[src/rtl/even_seq_gen_if.sv]
// even_seq_gen_if: value stream from the even-number source to the capture stage.
//   out       : current even value (source -> sink)
//   out_valid : out holds a value to be consumed (source -> sink)
//   out_ready : sink can accept this cycle (sink -> source)
//   wrap      : first value after a wrap-around (source -> sink)
interface even_seq_gen_if #(
  parameter int WIDTH = 4
);
  logic [WIDTH-1:0] out;
  logic             out_valid;
  logic             out_ready;
  logic             wrap;

  modport master (output out, output out_valid, output wrap, input out_ready);
  modport slave  (input out, input out_valid, input wrap, output out_ready);
endinterface

[src/rtl/even_seq_gen.sv]
// even_seq_gen: emits 0,2,...,LIMIT (or descending) one value per accepted
// handshake, wrapping at the ends.
//   clk, reset : rising-edge clock, asynchronous active-high reset
//   en         : run request (0 = stop after the current value is consumed)
//   dir        : 0 = +2, 1 = -2, sampled on accept
//   load       : synchronous reload strobe, beats accept
//   load_val   : reload value, LSB forced to 0, clamped to LIMIT
//   sq         : output stream (out/out_valid/out_ready/wrap)
module even_seq_gen #(
  parameter int WIDTH = 4,
  parameter int LIMIT = 14
) (
  input  logic             clk,
  input  logic             reset,
  input  logic             en,
  input  logic             dir,
  input  logic             load,
  input  logic [WIDTH-1:0] load_val,
  even_seq_gen_if.master   sq
);

  if ((LIMIT % 2) != 0 || LIMIT < 0 || LIMIT >= (1 << WIDTH)) begin : g_bad_limit
    $error("even_seq_gen: LIMIT must be even and fit in WIDTH bits");
  end

  localparam logic [WIDTH-1:0] LIM  = LIMIT[WIDTH-1:0];
  localparam logic [WIDTH-1:0] STEP = WIDTH'(2);
  localparam logic [WIDTH-1:0] ZERO = '0;

  typedef enum logic [1:0] {IDLE, RUN, RELOAD} state_e;

  state_e           state_q, state_d;
  logic [WIDTH-1:0] val_q, val_d;
  logic             wrap_q, wrap_d;
  logic             accept;
  logic [WIDTH-1:0] load_even;

  assign sq.out       = val_q;
  assign sq.out_valid = (state_q == RUN);
  assign sq.wrap      = wrap_q;

  assign accept    = sq.out_valid & sq.out_ready;
  assign load_even = {load_val[WIDTH-1:1], 1'b0};

  always_comb begin
    state_d = state_q;
    val_d   = val_q;
    // wrap is a pulse: it clears on every edge unless a wrapping accept sets it
    wrap_d  = 1'b0;
    if (load) begin
      // an accept in the same cycle is swallowed: value not advanced, no wrap
      state_d = RELOAD;
      val_d   = (load_even > LIM) ? LIM : load_even;
    end else begin
      unique case (state_q)
        IDLE:   if (en) state_d = RUN;
        RUN: begin
          if (accept) begin
            if (!dir) begin
              val_d  = (val_q == LIM) ? ZERO : val_q + STEP;
              wrap_d = (val_q == LIM);
            end else begin
              val_d  = (val_q == ZERO) ? LIM : val_q - STEP;
              wrap_d = (val_q == ZERO);
            end
            state_d = en ? RUN : IDLE;
          end
        end
        RELOAD: state_d = en ? RUN : IDLE;
        default: state_d = IDLE;
      endcase
    end
  end

  always_ff @(posedge clk or posedge reset) begin
    if (reset) begin
      state_q <= IDLE;
      val_q   <= '0;
      wrap_q  <= 1'b0;
    end else begin
      state_q <= state_d;
      val_q   <= val_d;
      wrap_q  <= wrap_d;
    end
  end

endmodule
[src/flat_wrapper.sv]
// flat-port wrapper written by rule: the top's interface ports become plain ports
module even_seq_gen_flat 
#(
  parameter int WIDTH = 4,
  parameter int LIMIT = 14
)
  (clk, reset, en, dir, load, load_val, sq_out, sq_out_valid, sq_wrap, sq_out_ready);
  even_seq_gen_if #(.WIDTH(WIDTH)) sq_i ();
  input  logic clk;
  input  logic reset;
  input  logic en;
  input  logic dir;
  input  logic load;
  input  logic [WIDTH-1:0] load_val;
  output wire logic [$bits(sq_i.out)-1:0] sq_out;
  output wire logic [$bits(sq_i.out_valid)-1:0] sq_out_valid;
  output wire logic [$bits(sq_i.wrap)-1:0] sq_wrap;
  input wire logic [$bits(sq_i.out_ready)-1:0] sq_out_ready;
  assign sq_out = sq_i.out;
  assign sq_out_valid = sq_i.out_valid;
  assign sq_wrap = sq_i.wrap;
  assign sq_i.out_ready = sq_out_ready;
  even_seq_gen #(.WIDTH(WIDTH), .LIMIT(LIMIT)) u_core (.clk(clk), .reset(reset), .en(en), .dir(dir), .load(load), .load_val(load_val), .sq(sq_i));
endmodule
[config.mk]
export PLATFORM = sky130hd
export DESIGN_NAME = even_seq_gen_flat
export DESIGN_NICKNAME = d
export VERILOG_FILES = /design/src/rtl/even_seq_gen_if.sv /design/src/rtl/even_seq_gen.sv /design/src/flat_wrapper.sv
export SDC_FILE = /design/constraint.sdc
export NUM_CORES = 1
export LEC_CHECK = 0
export BUFFER_PORTS_ARGS = -buffer_cell sky130_fd_sc_hd__buf_2
export CORE_MARGIN = 10
export CORE_UTILIZATION = 30
export CTS_CLUSTER_DIAMETER = 40
export DETAILED_ROUTE_END_ITERATION = 8
export SETUP_SLACK_MARGIN = 0.4
export SYNTH_ARGS = -nofsm -noshare
export SYNTH_HDL_FRONTEND = slang
export SYNTH_SLANG_ARGS = --single-unit
[constraint.sdc]
create_clock -name clk -period 1.8 [get_ports clk]
set_input_delay 0.09 -clock clk [delete_from_list [all_inputs] [get_ports clk]]
set_output_delay 0.09 -clock clk [all_outputs]
set_load 0.05 [all_outputs]
---- Word-level counts from Yosys, hierarchy flattened ----
Index checks and enable logic that the tools add are counted.
word-level totals
  register bits after elaboration ......... 7
  bits in latches ......................... 0
  bits in writable memories ............... 0
  bits in read-only memories .............. 0
  bits of input ports ..................... 10
  output and inout bits ................... 6
  word-level logic and storage cells ...... 34
  memories kept ........................... 0
cells by class
  add/subtract/negate cells ............... 2
  $mul .................................... 0
  divide/modulo/power cells ............... 0
  order comparisons ....................... 1
  equal/unequal tests ..................... 5
  shift-type cells ........................ 0
  muxes and demuxes ....................... 16
  bitwise logic cells ..................... 1
  reductions and logical operators ........ 6
operators with widths
  cell                                                                 number
  4-bit 2-to-1 mux                                                     7
  2-bit 2-to-1 mux                                                     3
  3-bit inequality test (second input constant)                        2
  2-bit one-hot mux with 3 select lines                                1
  1-bit 2-to-1 mux                                                     5
  4-bit by 2-bit adder with 4-bit output (second input constant)       1
  4-bit == test (second input constant)                                1
  4-bit > comparator (second input constant)                           1
  4-bit zero test                                                      1
  2-bit AND reduction                                                  2
  2-bit nonzero test                                                   2
  4-bit by 2-bit subtractor with 4-bit output (second input constant)  1
  2-bit by 1-bit == test with 1-bit output (second input constant)     1
  2-bit == test (second input constant)                                1
  2-bit zero test                                                      1
  1-bit bitwise AND                                                    1

---- Logic depth before layout (Yosys ltp) ----
Gate-level depths: netlist of run 1.
  depth in word-level cells ............... 6
  gate-level depth with buffers ........... 6
  mapped depth without buffers ............ 6

---- Worst setup path before layout of run 1 ----
No wires, ideal clock.
  kind .................................... flip-flop to flip-flop
  start ................................... reg u_core.val_q[1], in the netlist u_core.sq.out[1]
  end ..................................... reg u_core.val_q[3], in the netlist u_core.sq.out[3]
  setup time .............................. 121 ps
  data arrival time ....................... 1,593 ps
  data required time ...................... 1,679 ps
  setup slack ............................. 86 ps
  stages on the path, launching flop included .. 6
  buffers on the path ..................... 0
  period minus slack after synthesis ...... 1,714 ps
  cells stage by stage .................... dfrtp_1 inv_1 ha_1 o31ai_1 o2111ai_1 a22o_1
between the ends
  word-level cells in the longest chain between the ends .. 6
  elaborated cells between the ends (all ways) .. 10
  classes of those cells .................. add/sub: 2; eq/ne: 1; mux: 6; reduce/logical: 1
ends and longest elaborated chain
  what                                                            RTL line                                RTL
  start: declaration                                              even_seq_gen.sv:33                      logic [WIDTH-1:0] val_q, val_d;
  start signal: assignment                                        even_seq_gen.sv:82                      val_q <= val_d;
  4-bit by 2-bit adder with 4-bit output (tied with other cells)  even_seq_gen.sv:60                      val_d = (val_q == LIM) ? ZERO : val_q + STEP;
  4-bit 2-to-1 mux (on tied branches)                             even_seq_gen.sv:60, even_seq_gen.sv:63
  4-bit 2-to-1 mux *                                              even_seq_gen.sv:59                      if (!dir) begin
  4-bit 2-to-1 mux *                                              even_seq_gen.sv:58                      if (accept) begin
  4-bit 2-to-1 mux *                                              even_seq_gen.sv:55                      unique case (state_q)
  4-bit 2-to-1 mux *                                              even_seq_gen.sv:50                      if (load) begin
Every way passes the cells marked *; elsewhere a longest branch is shown, timed or not. The select of a mux whose other input is x is not followed.
A chain may end at the register's enable or synchronous reset.

---- Worst setup path in the final report of run 1 ----
Ends and elaborated chain as after synthesis.

==> reports/summary.txt, run 1 <==
Die ar.: 3340 sq um
Unique masters post-synth: 24
Hold Path End: u_core.sq.out[2]
Reg2Reg Depth: 5
Leakage power: 0.277 nW
WS Path Type: reg2reg
Fin. max-slew vios: 0
Data arrival, critical path: 1.46 ns
Final wirelength: 948 um
Fin crit period: 1.33 ns
Wire length on met1: 423 um
TritonRoute pass-1 iters: 2
CTS max path bufs: 2
CP max stage delay: 0.43 ns
CTS tree: yes
Critical Path, Cell by Cell: ha_2 > nor2b_1 > a21oi_1 > o2111ai_1 > a22o_1
Synthesized instance count: 49
Routed met3 length: 120 um
Root buf cell: clkbuf_4
Worst r2r dst: u_core.sq.out[3]
DRT iter0 DRCs: 3
Via count: 377
FP Rows: 13
CP Launch Type: flop
Post-CTS resize count: 0
TritonCTS buffer count: 3
CP required: 1.93 ns
Max Cap Viol: 0
Routability cong.: 0.661
RSZ-0062 raised after global routing: false
Top routing layer in use: met3
Detail Placement HPWL: 780 um
Worst skew pair latency: 0.25 ns
Total grt overflow: 0
CTS clock-pin slew for the worst setup and hold paths: 0.05 ns
FF-to-FF setup slack: 0.47 ns
Status: complete, no violations
Global Route Usage Sum: 0.0549
Initial antenna violation count: 0
# setup viols final: 0
Register area share after synthesis: 0.350
Antenna diodes: 0
CP top delay family: compound AO/OA/AOI/OAI gates
Largest net degree at the start of global routing: 10
Syn Nets: 64
Vias in the first global route: 353
VDD IR max: 496 uV
Post-layout util: 0.435
Worst setup EP type: flop
Sinks on Clock Net: 6
Width of the die: 57.8 um
RR Startpoint: u_core.sq.out[1]
Initial Util: 0.326
Antenna-violating nets left: 0
Nets: 83
CP Buf/Inv Count: 0
Setup TNS Final: 0 ns
Min-delay src: load_val[2]
Synthesized area per cell: 8.76 sq um
Die height: 57.8 um
DRC viols: 0
Met2 WL: 404 um
H-Tree Depth: 1
Non-filler cells, final: 82
Layout cells sized above 1: 0.373
CP max-delay cell: dfrtp_2
Layout area overhead: 33.5%
CP Max Fanout: 5
Synthesized cell area: 429 sq um
Drt wl/cell: 11.6 um
Placed Instances: 75
Fin crit share: 0.740
Clock skew: 0.00811 ns
Flops & latches, synth: 6
Io pins: 16
First-pass GRT wire length: 1440 um
Post-DR vias/cell: 4.60
HP Class: in2reg
Total power: 0.000434 W
Hold path cells: 3
PortBufs: 13
Synthesis Warnings: 0
Power Dens Cells: 758 nW/um^2
Final-report hold violation count: 0
Core Box Area: 1320 sq um
Fmax: 751 MHz
[cell usage after synthesis]
cell       instances  area, sq um
inv_1              7         26.3
dfrtp_1            6          150
ha_1               5         62.6
nand2_1            4         15.0
a21oi_1            3         15.0
nor2_1             3         11.3
nor2b_1            2         12.5
o21ai_0            2         10.0
xnor2_1            2         17.5
a211oi_1           1         7.51
a21boi_0           1         7.51
a21o_1             1         7.51
a22o_1             1         8.76
a2bb2oi_1          1         8.76
buf_4              1         7.51
clkbuf_1           1         3.75
conb_1             1         3.75
nand3b_1           1         7.51
nand4b_1           1         8.76
nor2_2             1         6.26
o2111ai_1          1         8.76
o221ai_1           1         8.76
o22ai_1            1         6.26
o31ai_1            1         7.51
[where the power goes]
part	total (W)	switching [W]	internal (W)	leakage, nW
sequential	0.000163	0.0000161	0.000147	0.0728
combinational	0.000137	0.0000824	0.0000551	0.190
clock	0.000133	0.0000495	0.0000840	0.0150
[layout by cell type, fill, tap and decap left out]
cell,count
nand2_1,4
buf_4,2
buf_2,13
a22o_1,1
nor2_1,3
o31ai_1,1
nor2_2,1
clkbuf_4,3
inv_2,1
nand4b_1,1
inv_1,6
ha_2,2
dlygate4sd3_1,1
xnor2_1,2
clkbuf_1,1
o21ai_0,2
a21oi_1,3
a21o_1,1
ha_1,2
dfrtp_2,2
nor2b_1,2
nand3b_1,1
o2111ai_1,1
ha_4,1
a2bb2oi_1,1
o22ai_1,1
dfrtp_1,4
conb_1,1
a21boi_0,1
a211oi_1,1
o221ai_1,1
[how the worst max path moves through the flow]
stage,start,to,slack (ns),cells after the start
after floorplan,u_core.sq.out[1],u_core.sq.out[3],0.39,5
after detailed placement,u_core.sq.out[1],u_core.sq.out[2],0.45,6
after global placement,u_core.sq.out[1],u_core.sq.out[2],0.47,6
final,u_core.sq.out[1],u_core.sq.out[3],0.47,5
after CTS,u_core.sq.out[1],u_core.sq.out[3],0.43,5
after global routing,u_core.sq.out[1],u_core.sq.out[2],0.40,6
[per-stage QoR]
| stage | setup slack [ns] | area (sq um) | hold slack [ns] |
|---|---|---|---|
| CTS | 0.432 | 558 | 0.0359 |
| floorplan | 0.388 | 449 | -0.119 |
| detailed placement | 0.450 | 522 | 0.0118 |
| finish | 0.468 | 573 | 0.0421 |
| global placement | 0.468 | 522 | 0.0130 |
| global route | 0.401 | 573 | 0.0423 |
[metal layers]
| layer | up-vias | GRT usage |
|---|---|---|
| li1 | 199 | - |
| met1 | 165 | 0.0522 |
| met2 | 13 | 0.0859 |
| met3 | 0 | 0.0588 |
| met4 | 0 | 0 |
| met5 | - | 0 |
[kinds of logic after synthesis]
kind of cell               count (synthesis)  synth area share
AOI/OAI and AO/OA                         14             0.225
and+or+nand+nor                           12             0.143
other                                      1           0.00874
DFF                                        6             0.350
adders and majority gates                  5             0.146
xor gates and xnor gates                   2            0.0408
buffers and inverters                      9            0.0875
[area by class of cell]
cell class | count | area (sq um)
inverter | 7 | 26.3
multi-input combinational | 34 | 259
timing repair buffer | 16 | 90.1
tap | 15 | 18.8
sequential | 6 | 153
fill | 141 | 744
clock buffer | 4 | 26.3
[registers in the layout, indices dropped and copies added, names as in the netlist]
name and cells:
u_core.sq.wrap 1, u_core.sq.out 3, u_core.state_q 2
[tightest hold or removal path, stage by stage]
cell     delay [ns]
buf_2          0.07
nand2_1        0.03
o21ai_0        0.06
[repair_timing]
action	in CTS	in global routing
hold buffers	1	0
buffers inserted	0	2
setup endpoints to repair	0	2
endpoints found under the hold margin	6	0
No activity file was read; power rests on OpenSTA's default activity.
==> inputs of run 2 (changes only) <==
ABC_AREA = 1   (was unset)
clock period = 1.25 ns   (was 1.8 ns; I/O delays follow)
==> run 2 against run 1 <==
  * Via count grew 12%
  * Clock power grew 38%
  * Area after synthesis increased by 2.9%
  * Sequential power up 59%
  * Largest cell class unchanged
  * Largest power group is now combinational logic
==> reports/summary.txt, run 2 <==
Total power: 0.000785 W (was 0.000434 W)
Setup TNS Final: 0 ns (unchanged)
Async SR Flop Fraction: 1.00 (unchanged)
Fraction of synthesized cell area in xor and xnor cells: 0.0198 (was 0.0408)
First-pass GRT wire length: 1680 um (was 1440 um)
Synthesized cell area: 442 sq um (was 429 sq um)
Flops & latches, synth: 6 (unchanged)
Fin crit share: 0.934 (was 0.740)
CP max-delay cell: dfrtp_2 (unchanged)
Sinks on Clock Net: 6 (unchanged)
Max Cap Viol: 0 (unchanged)
Largest area contributor in the netlist: dfrtp_1 (unchanged)
CP startpoint: u_core.state_q[0] (was u_core.sq.out[1])
Die height: 58.4 um (was 57.8 um)
RSZ-0062 raised after global routing: true (was false)
Synthesized area per cell: 7.01 sq um (was 8.76 sq um)
Detail Placement HPWL: 808 um (was 780 um)
Number of flip-flops in the largest register: 3 (unchanged)
Root buf cell: clkbuf_4 (unchanged)
Layout cells sized above 1: 0.488 (was 0.373)
Commonest non-fill, non-tap cells in the layout: nand2_1 (17), buf_2 (8), inv_2 (6), inv_1 (6) (was buf_2 (13), inv_1 (6), nand2_1 (4), dfrtp_1 (4))
Synthesis Warnings: 0 (unchanged)
Placed Instances: 91 (was 75)
Final-report hold violation count: 0 (unchanged)
Worst r2r dst: u_core.sq.out[3] (unchanged)
Hold Path End: u_core.sq.out[2] (unchanged)
Clock skew: 0.00557 ns (was 0.00811 ns)
CP Max Fanout: 3 (was 5)
Worst skew pair latency: 0.24 ns (was 0.25 ns)
Largest net degree at the start of global routing: 9 (was 10)
Core Box Area: 1350 sq um (was 1320 sq um)
Final wirelength: 1010 um (was 948 um)
Hold slack: 0.0631 ns (was 0.0421 ns)
Post-synthesis mux area share: 0 (unchanged)
Die ar.: 3410 sq um (was 3340 sq um)
Fin area: 728 sq um (was 573 sq um)
Reg2Reg Depth: 6 (was 5)
TritonCTS buffer count: 3 (unchanged)
Share of the synthesized area in the top cell type: 0.340 (was 0.350)
Fin crit period: 1.17 ns (was 1.33 ns)
Synthesized instance count: 63 (was 49)
Width of the die: 58.4 um (was 57.8 um)
Syn Nets: 78 (was 64)
Power Dens Cells: 1080 nW/um^2 (was 758 nW/um^2)
Placed inst area: 566 sq um (was 522 sq um)
Worst setup EP type: flop (unchanged)
Routability cong.: 0.767 (was 0.661)
Min-delay src: load_val[2] (unchanged)
Synth cell count leaders: nand2_1 (18), inv_1 (12), dfrtp_1 (6), nor2_1 (6), ha_1 (5) (was inv_1 (7), dfrtp_1 (6), ha_1 (5))
CTS tree: yes (unchanged)
Layout area overhead: 64.9% (was 33.5%)
RR Startpoint: u_core.state_q[0] (was u_core.sq.out[1])
Initial antenna violation count: 0 (unchanged)
Io pins: 16 (unchanged)
Via count: 422 (was 377)
Antenna-violating nets left: 0 (unchanged)
FF-to-FF setup slack: 0.08 ns (was 0.47 ns)
Critical Path, Cell by Cell: ha_4 > nand2_2 > nand2_2 > o21ai_1 > o21bai_1 > nand2_1 (was ha_2 > nor2b_1 > a21oi_1 > o2111ai_1 > a22o_1)
# setup viols final: 0 (unchanged)
Ranking of synthesized cells by area: dfrtp_1 (34%), nand2_1 (15%), ha_1 (14%) (was dfrtp_1 (35%), ha_1 (15%), inv_1 (6.1%))
Prevailing post-synth register cell: dfrtp_1 (unchanged)
TritonRoute pass-1 iters: 4 (was 2)
Post-synthesis adder-cell area fraction: 0.142 (was 0.146)
Register area share after synthesis: 0.340 (was 0.350)
Non-filler cells, final: 101 (was 82)
H-Tree Depth: 1 (unchanged)
Antenna diodes: 0 (unchanged)
Fmax: 856 MHz (was 751 MHz)
VDD IR max: 535 uV (was 496 uV)
Vias in the first global route: 407 (was 353)
WS Path Type: reg2reg (unchanged)
Synth Area in Compound Gates: 0.133 (was 0.224)
Largest family of logic cells by synthesized area: simple AND/OR/NAND/NOR gates (was compound AO/OA/AOI/OAI gates)
CP required: 1.37 ns (was 1.93 ns)
DRT iter0 DRCs: 2 (was 3)
Status: complete, no violations (unchanged)
HP Class: in2reg (unchanged)
Nets: 102 (was 83)
Global Route Usage Sum: 0.0613 (was 0.0549)
Drt wl/cell: 9.99 um (was 11.6 um)
Initial Util: 0.327 (was 0.326)
Post-synth EDFFs: 0 (unchanged)
Commonest non-fill, non-tap cell in the layout: nand2_1 (was buf_2)
Total grt overflow: 0 (unchanged)
FP Rows: 13 (unchanged)
Leakage power: 0.356 nW (was 0.277 nW)
Most instantiated library cell after synthesis: nand2_1 (was inv_1)
Simple logic cell fraction of the synthesized area: 0.229 (was 0.143)
Crit-path most repeated cell: nand2_2
Unique masters post-synth: 16 (was 24)
Post-DR vias/cell: 4.18 (was 4.60)
CP Buf/Inv Count: 0 (unchanged)
CTS max path bufs: 2 (unchanged)
CP max stage delay: 0.45 ns (was 0.43 ns)
Hold path cells: 3 (unchanged)
Data arrival, critical path: 1.29 ns (was 1.46 ns)
PortBufs: 13 (unchanged)
Fin. max-slew vios: 0 (unchanged)
DRC viols: 0 (unchanged)
CP Launch Type: flop (unchanged)
CTS clock-pin slew for the worst setup and hold paths: 0.05 ns (about the same)
CP top delay family: flip-flops (was compound AO/OA/AOI/OAI gates)
[run 2: worst max path at each step]
stage / end / slack, ns / cells past startpoint
global route: u_core.state_q[0] / -0.002 / 7
detailed placement: u_core.state_q[0] / 0.02 / 6
finish: u_core.sq.out[3] / 0.08 / 6
CTS: u_core.state_q[0] / 0.08 / 6
global placement: u_core.state_q[0] / 0.06 / 6
floorplan: u_core.sq.out[3] / -0.02 / 8
[run 2: routing by layer]
metal,part of all wire,global-route usage
met5,0,0
met4,0.019,0.0403
met3,0.043,0.0215
met2,0.47,0.0835
met1,0.46,0.0785
[run 2: cell families (layout without fill, tap and decap cells)]
logic type | Yosys count | after routing
buffers and inverters | 14 | 37
AOI/OAI and AO/OA | 10 | 10
other | 1 | 1
and+or+nand+nor | 26 | 26
xor gates and xnor gates | 1 | 1
DFF | 6 | 6
adders and majority gates | 5 | 5
[run 2: worst register-to-register path, delay by kind of cell, from the launching register on]
kind	cells	cell delay, ns
simple gates	3	0.23
compound gates	2	0.19
flops	1	0.45
fa+ha+maj	1	0.20
[run 2: area by class of cell]
| class | count | area, sq um |
|---|---|---|
| timing repair buffer | 20 | 178 |
| multi-input combinational | 43 | 299 |
| clock buffer | 4 | 26.3 |
| fill | 126 | 622 |
| sequential | 6 | 155 |
| inverter | 13 | 51.3 |
| tap | 15 | 18.8 |
[run 2: power by group]
group	total, W	internal [W]	switching (W)
clock network	0.000183	0.000120	0.0000622
logic	0.000344	0.000166	0.000178
registers	0.000259	0.000218	0.0000405
total	0.000785	0.000504	0.000281
[run 2: stage by stage]
stage,util,worst slack (ns)
2_1_floorplan,-,-0.0244
3_3_place_gp,0.419,0.0633
3_5_place_dp,0.419,0.0169
4_1_cts,0.508,0.0784
5_1_grt,0.539,-0.00167
6_report,0.539,0.0820
[run 2: timing repair]
item,4_1_cts,5_1_grt
endpoints found under the hold margin,6,0
hold buffers,1,0
pin swaps,6,4
endpoints found under the setup margin,11,11
resized for setup,21,9
buffers inserted,4,1
